File: src/rtl/counter_run_arbiter.sv
// counter_run_arbiter: round-robin sharing of one external 8-bit loadable
// up-counter between two requesters. A run loads {start,3'b000}, counts up
// to the terminal value and ends with a one-cycle done pulse.
// Optional watchdog: define CTR_TIMEOUT_EN to abort runs stuck in COUNT for
// TIMEOUT_CYCLES cycles and raise a sticky err flag.
module counter_run_arbiter #(
  parameter int TIMEOUT_CYCLES = 300
) (
  input  logic       i_clk,
  input  logic       i_rst_n,
  input  logic       i_req0,
  input  logic       i_req1,
  input  logic [4:0] i_start0,
  input  logic [4:0] i_start1,
  input  logic [7:0] i_term0,
  input  logic [7:0] i_term1,
  input  logic       i_hold,
  input  logic [7:0] i_ctr_value,
  output logic       o_ctr_load,
  output logic [4:0] o_ctr_data,
  output logic       o_ctr_count_up,
  output logic       o_ctr_oe_n,
  output logic       o_done0,
  output logic       o_done1,
  output logic       o_busy,
  output logic       o_gnt_id,
  output logic       o_err
);

  typedef enum logic [1:0] {S_IDLE, S_LOAD, S_COUNT, S_DONE} state_t;

  state_t     r_state;
  logic [4:0] r_ctr_data;     // doubles as the latched start value
  logic [7:0] r_term;
  logic       r_armed0;
  logic       r_armed1;
  logic       r_last;         // last granted id; reset to 1 so req0 wins first
  logic       r_ctr_load;
  logic       r_ctr_count_up;
  logic       r_ctr_oe_n;
  logic       r_done0;
  logic       r_done1;
  logic       r_busy;
  logic       r_gnt_id;

  logic       w_elig0;
  logic       w_elig1;
  logic       w_pick1;
  logic [7:0] w_next_value;
  logic       w_term_hit;
  logic       w_timeout;

  assign w_elig0 = i_req0 & r_armed0;
  assign w_elig1 = i_req1 & r_armed1;
  // Requester 1 wins when it is the only one eligible, or when both are and
  // requester 0 was served last.
  assign w_pick1 = w_elig1 & (~w_elig0 | ~r_last);

  // The count enable is registered, so the counter value after this edge is
  // the current value plus the increment already being applied. Comparing
  // that look-ahead value against term stops the counter exactly on term.
  assign w_next_value = i_ctr_value + {7'd0, r_ctr_count_up};
  assign w_term_hit   = (w_next_value == r_term);

`ifdef CTR_TIMEOUT_EN
  logic [8:0] r_wd_cnt;
  logic       r_err;

  assign w_timeout = (r_state == S_COUNT) &&
                     ((int'(r_wd_cnt) + 1) >= TIMEOUT_CYCLES);
  assign o_err     = r_err;

  // Watchdog: counts every COUNT cycle (hold included), sticky err on expiry
  always_ff @(posedge i_clk or negedge i_rst_n) begin
    if (!i_rst_n) begin
      r_wd_cnt <= 9'd0;
      r_err    <= 1'b0;
    end else begin
      if (r_state == S_COUNT) r_wd_cnt <= r_wd_cnt + 9'd1;
      else                    r_wd_cnt <= 9'd0;
      if (w_timeout && !w_term_hit) r_err <= 1'b1;
    end
  end
`else
  logic w_unused_timeout;

  assign w_timeout        = 1'b0;
  assign o_err            = 1'b0;
  assign w_unused_timeout = (TIMEOUT_CYCLES != 0);
`endif

  // Run FSM with all counter controls and status outputs registered
  always_ff @(posedge i_clk or negedge i_rst_n) begin
    if (!i_rst_n) begin
      r_state        <= S_IDLE;
      r_ctr_data     <= 5'd0;
      r_term         <= 8'd0;
      r_armed0       <= 1'b1;
      r_armed1       <= 1'b1;
      r_last         <= 1'b1;
      r_ctr_load     <= 1'b0;
      r_ctr_count_up <= 1'b0;
      r_ctr_oe_n     <= 1'b1;
      r_done0        <= 1'b0;
      r_done1        <= 1'b0;
      r_busy         <= 1'b0;
      r_gnt_id       <= 1'b0;
    end else begin
      r_ctr_load <= 1'b0;
      r_done0    <= 1'b0;
      r_done1    <= 1'b0;
      case (r_state)
        S_IDLE: begin
          if (w_elig0 || w_elig1) begin
            r_state    <= S_LOAD;
            r_busy     <= 1'b1;
            r_gnt_id   <= w_pick1;
            r_last     <= w_pick1;
            r_ctr_data <= w_pick1 ? i_start1 : i_start0;
            r_term     <= w_pick1 ? i_term1 : i_term0;
            r_ctr_load <= 1'b1;
          end
        end
        S_LOAD: begin
          // Counter value is only valid from the first COUNT cycle on
          r_state        <= S_COUNT;
          r_ctr_oe_n     <= 1'b0;
          r_ctr_count_up <= 1'b0;
        end
        S_COUNT: begin
          if (w_term_hit || w_timeout) begin
            r_state        <= S_DONE;
            r_ctr_count_up <= 1'b0;
            r_done0        <= ~r_gnt_id;
            r_done1        <= r_gnt_id;
          end else begin
            r_ctr_count_up <= ~i_hold;
          end
        end
        S_DONE: begin
          r_state    <= S_IDLE;
          r_busy     <= 1'b0;
          r_ctr_oe_n <= 1'b1;
          if (r_gnt_id) r_armed1 <= 1'b0;
          else          r_armed0 <= 1'b0;
        end
        default: begin
          r_state <= S_IDLE;
        end
      endcase
      // A low request re-arms; placed last so a drop during DONE still counts
      if (!i_req0) r_armed0 <= 1'b1;
      if (!i_req1) r_armed1 <= 1'b1;
    end
  end

  assign o_ctr_load     = r_ctr_load;
  assign o_ctr_data     = r_ctr_data;
  assign o_ctr_count_up = r_ctr_count_up;
  assign o_ctr_oe_n     = r_ctr_oe_n;
  assign o_done0        = r_done0;
  assign o_done1        = r_done1;
  assign o_busy         = r_busy;
  assign o_gnt_id       = r_gnt_id;

endmodule

File: config.mk
export PLATFORM = sky130hd
export DESIGN_NAME = counter_run_arbiter
export DESIGN_NICKNAME = d
export VERILOG_FILES = /design/src/rtl/counter_run_arbiter.sv
export SDC_FILE = /design/constraint.sdc
export NUM_CORES = 1
export LEC_CHECK = 0
export CAP_MARGIN = 20
export CELL_PAD_IN_SITES_DETAIL_PLACEMENT = 2
export CELL_PAD_IN_SITES_GLOBAL_PLACEMENT = 2
export CORE_MARGIN = 4
export CORE_UTILIZATION = 23
export DETAILED_ROUTE_END_ITERATION = 16
export GPL_TIMING_DRIVEN = 0
export PLACE_DENSITY = 0.74
export SLEW_MARGIN = 20
export SYNTH_ARGS = -nofsm -noshare
export SYNTH_HDL_FRONTEND = slang
export SYNTH_SLANG_ARGS = --single-unit
File: constraint.sdc
create_clock -name i_clk -period 2.4 [get_ports i_clk]
set_input_delay 0.72 -clock i_clk [delete_from_list [all_inputs] [get_ports i_clk]]
set_output_delay 0.72 -clock i_clk [all_outputs]
set_load 0.05 [all_outputs]
Word-level counts from Yosys, hierarchy flattened

Index checks and enable logic that the tools add are counted.

Eq/ne operators: 10
Add/sub/neg operators: 1
Mux-type cells: 22
Reductions and logical operators: 10
Bitwise operators: 8

Operator list:

| cell                                                             | count |
|---|---|
| 1-bit 2-to-1 mux                                                 | 14 |
| 2-bit AND reduction                                              | 5 |
| 8-bit by 1-bit adder with 8-bit output                           | 1 |
| 8-bit == test                                                    | 1 |
| 8-bit 2-to-1 mux                                                 | 1 |
| 2-bit case mux with 4 select lines                               | 1 |
| 2-bit by 1-bit != test with 1-bit output (second input constant) | 3 |
| 2-bit != test (second input constant)                            | 3 |
| 1-bit case mux with 2 select lines                               | 3 |
| 2-bit nonzero test                                               | 3 |
| 5-bit 2-to-1 mux                                                 | 1 |
| 2-bit == test (second input constant)                            | 2 |
| 2-bit 2-to-1 mux                                                 | 2 |
| 1-bit inverter                                                   | 4 |
| 1-bit bitwise AND                                                | 3 |
| 2-bit by 1-bit == test with 1-bit output (second input constant) | 1 |
| 2-bit logical NOT                                                | 1 |
| 1-bit logical OR                                                 | 1 |
| 1-bit bitwise OR                                                 | 1 |

Input bits: 39
Output and inout bits: 13
Flip-flop bits (word level): 25

Depth between registers and ports, before layout

Word-level depth: 5
Depth in mapped cells: 8
Mapped depth without buffers: 8

Least setup slack after synthesis

Ideal clock, no wire load.

Kind: register to register
Start point: reg r_ctr_count_up (netlist: o_ctr_count_up)
End point: reg r_state[1]
Clock period less this slack: 2.686 ns
Path buffers: 0
Path slack: -0.286 ns
Cell stages (with the launch flop): 9
Library setup time: 0.125 ns
Arrival time: 2.561 ns
Cell sequence: dfrtp_1 > ha_1 > ha_1 > nand2_1 > o21a_1 > or4_4 > a221oi_2 > o21ai_2 > mux2_4

Cells in the longest elaborated chain, start to end: 4

Ends and longest elaborated chain:

| element                                | RTL line | text |
|---|---|---|
| start, declared                        | 39       | `logic r_ctr_count_up;` |
| start signal, assigned                 | 137      | `r_ctr_count_up <= ~i_hold;` |
| 8-bit by 1-bit adder with 8-bit output | 62       | `assign w_next_value = i_ctr_value + {7'd0, r_ctr_count_up};` |
| 8-bit == test                          | 63       | `assign w_term_hit = (w_next_value == r_term);` |
| 2-bit != test (no source line)         | --       |  |
| 2-bit AND reduction (no source line)   | --       |  |
| end signal, assigned                   | 95       | `r_state <= S_IDLE;` |
| end signal, assigned                   | 115      | `r_state <= S_LOAD;` |
| end signal, assigned                   | 126      | `r_state <= S_COUNT;` |
| end, declared                          | 32       | `state_t r_state;` |

Every way passes these cells.
A chain may end at the register's enable or synchronous reset.

Worst setup path in the final report

Start point: in i_ctr_value[0]
End point: reg r_ctr_count_up (netlist: o_ctr_count_up)

Cells in the longest elaborated chain, start to end: 4

Ends and longest elaborated chain:

| element                                | RTL line | text |
|---|---|---|
| start, declared                        | 18       | `input logic [7:0] i_ctr_value,` |
| 8-bit by 1-bit adder with 8-bit output | 62       |  |
| 8-bit == test                          | 63       |  |
| 1-bit 2-to-1 mux                       | 131      | `if (w_term_hit \|\| w_timeout) begin` |
| 1-bit case mux with 2 select lines     | 112      | `case (r_state)` |

Every way passes these cells.

==> impl_metrics.tcl <==
set metrics [dict create \
    syn_to_final_growth_pct 52.71 \
    relSlewSlack_pct 60.06 \
    fillerInstances 666 \
    drt-initial-drc-count 23 \
    grt_remaining_overflow 0 \
    fin_worst_skew_ps 2.789 \
    clock_tree.root_cell "clkbuf_8" \
    finalHoldViolCount 0 \
    clockBufferDepth 2 \
    p_comb_share_pct 55.3 \
    die_y_um 85.64 \
    hold_class "in2async" \
    cts-hold-fix-buffers 0 \
    ant_nets 0 \
    nets 244 \
    dp.final_hpwl_um 3101 \
    final_layout_size_suffix_gt1_share_pct 17.77 \
    grt_usage_pct 11.50 \
    cts_made_buffers 3 \
    sequentialPowerShare_pct 33.6 \
    htreeDepth 1 \
    wire_per_inst_um 14.80 \
    final_area_um2 2117 \
    rsz0062_at_grt "true" \
    leakage_nw 0.9128 \
    vias_per_cell 4.474 \
    grt_pass1_wl_um 6782 \
    die_w_um 85.64 \
    switchingPower_mw 1.030 \
    grt_pass1_vias 1322 \
    p_clk_share_pct 11.1 \
    synth_area_um2 1386 \
    outcome "complete, but fails checks" \
    grt_start_max_net_pins 26 \
    p_per_area_nw_per_um2 1086 \
    cp.required_ps 2560 \
    ioPinCount 52 \
    max_freq_mhz 406.9 \
    p_int_mw 1.268 \
    crit_fanout 4 \
    drc_errors 0 \
    antenna_found_initial 0 \
    cap_violations 0 \
    peakVddDrop_uv 437.2 \
    ys.warnings.count 0 \
    synth.area.top_cells "dfrtp_1 (38%), mux2i_1 (9.4%), dfstp_2 (7.6%)" \
    setup_violations 1 \
    worstMarginPinSlew_ps 599.1 \
    min_period_over_period_pct 102.4 \
    critical_path.endpoint_type "flop" \
    criticalPathCategory "in2reg" \
    place_area_um2 2016 \
    critPathLaunchType "input pin" \
    rr_startpoint "o_ctr_count_up" \
    finalWirelength_um 4026 \
    antenna_cells 0 \
    die-area_um2 7333 \
    cts_tree "yes" \
    syn_area_per_cell_um2 9.832 \
    ys_ff_latch 25 \
    rows 28 \
    crit_path_start "i_ctr_value[0]" \
    dr.pass1.iters 3 \
    seq_area_frac_synth_pct 45.49 \
    fin_util_pct 35.97 \
    initial_core_util_pct 23.55 \
    synth_cell_types 34 \
    gp_congestion 0.6834 \
    clk_pin_slew_ps 90 \
    cts_sinks 25 \
    switching_share_pct 44.82 \
    core_area_um2 5886 \
    synth_top_cell_by_area "dfrtp_1" \
    syn-num-nets 187 \
    fin_ws_ps -57.58 \
    violations "negative setup slack" \
    portBuffers 50 \
    vias 1217 \
    insertion_delay_ps 270 \
    yosys.area.top_type_share_pct 37.91 \
    slew_violations 0 \
    syn_inst 141 \
    fin_crit_ps 2458 \
    arrival_ps 2610 \
]
-- cell families after synthesis --
kind of cell	count (synthesis)	synth area share (%)
other	1	0.2705
DFF	25	45.49
AOI/OAI and AO/OA	31	13.63
buffers and inverters	12	3.610
xor gates and xnor gates	7	4.422
adders and majority gates	7	6.317
muxes	15	11.28
and+or+nand+nor	43	14.98
-- power groups by stage --
| stage | sequential [mW] | combinational, mW | clock (mW) |
|---|---|---|---|
| 2_1_floorplan | 1.01 | 0.563 | 0 |
| 3_3_place_gp | 0.767 | 1.20 | 0 |
| 3_5_place_dp | 0.773 | 1.22 | 0 |
| 4_1_cts | 0.772 | 1.27 | 0.269 |
| 5_1_grt | 0.809 | 1.41 | 0.284 |
| 6_report | 0.772 | 1.27 | 0.256 |
-- registers in the layout, indices dropped and copies added, names as in the netlist --
signal / cells
o_busy: 1
r_last: 1
o_done1: 1
o_ctr_oe_n: 1
r_armed1: 1
o_ctr_load: 1
r_armed0: 1
r_state: 2
r_term: 8
o_ctr_count_up: 1
o_done0: 1
o_gnt_id: 1
o_ctr_data: 5
-- cell type report --
type                       instances  area, um2  area share [%]
multi-input combinational        104      782.0           36.94
timing repair buffer              53      513.0           24.23
clock buffer                       4      45.04           2.128
sequential                        25      631.9           29.85
inverter                           7      26.28           1.241
buffer                             4      25.02           1.182
tap                               75      93.84           4.433
-- cell usage after synthesis --
cell and n:
nand2_1 24, nor3b_1 1, ha_1 7, nor3_1 3, o211ai_1 1, a31oi_1 1
dfrtp_1 21, xnor2_1 3, nand3_2 1, o21ai_2 1, o21a_1 2, nand4b_1 1
inv_1 7, nand3_1 2, mux2i_1 13, a22oi_1 2, nor2b_1 3, nand2b_1 2
o21ai_0 20, clkbuf_1 3, mux2_2 1, nor2_1 4, or3b_2 1, buf_4 1
a21oi_1 1, mux2_4 1, xor2_1 4, o311ai_0 1, conb_1 1, a221oi_2 1
a211oi_1 1, or4_4 1, dfstp_2 4, buf_2 1
-- what timing repair did --
action	4_1_cts	5_1_grt
endpoints found under the setup margin	15	20
resized for setup	19	10
buffers inserted	2	1
pin swaps	6	2
-- per-layer routing --
metal	share of wire, %	track usage, %	vias up	routed length, um
li1	-	-	593	-
met1	46	15.44	594	1862
met2	47	18.64	28	1907
met3	5.7	2.594	2	228
met4	0.67	3.022	0	27
met5	0	0	-	0
-- path summary, 6_finish.rpt --
path / end / slack [ps] / cells past startpoint
max in group asynchronous: o_ctr_count_up / 1530 / 1
max reg2reg: o_ctr_count_up / 20 / 9
min reg2reg: r_last / 480 / 2
min: o_done1 / 450 / 1
max: o_ctr_count_up / -60 / 10
min in group i_clk: r_last / 480 / 2
-- per-stage QoR --
step	cells	setup WS, ps	total power [mW]	hold WS [ps]	setup TNS (ps)
4_1_cts	272	-49.27	2.307	458.4	-49.27
6_report	272	-57.58	2.298	449.2	-57.58
3_3_place_gp	266	-827.1	1.968	453.5	-7888
2_1_floorplan	141	-169.3	1.571	424.4	-256.8
5_1_grt	272	-126.9	2.502	475.8	-302.0
3_5_place_dp	266	-847.8	1.997	463.9	-8361
-- critical path: stages --
cell and delay (ps):
buf_6 70, ha_4 130, ha_4 150, nand2_2 50, o21a_1 200, or4_4 520, a221oi_4 310, buf_4 170
nor3_2 40, mux2_4 250
-- layout by cell type, fill, tap and decap left out, types with 2 or more instances in the layout --
cell	instances
nor2b_1	3
clkbuf_8	3
nand2_1	22
nor3_1	2
dlygate4sd2_1	2
dfstp_2	4
nand2b_1	2
o21ai_0	20
inv_1	7
mux2i_1	13
clkbuf_2	2
mux2_4	2
buf_4	4
xnor2_1	3
ha_4	2
ha_1	5
nand3_1	2
xor2_1	4
buf_2	2
clkdlybuf4s50_1	43
nor2_1	2
o21a_1	2
dfrtp_1	20
(Power assumes the default switching activity.)
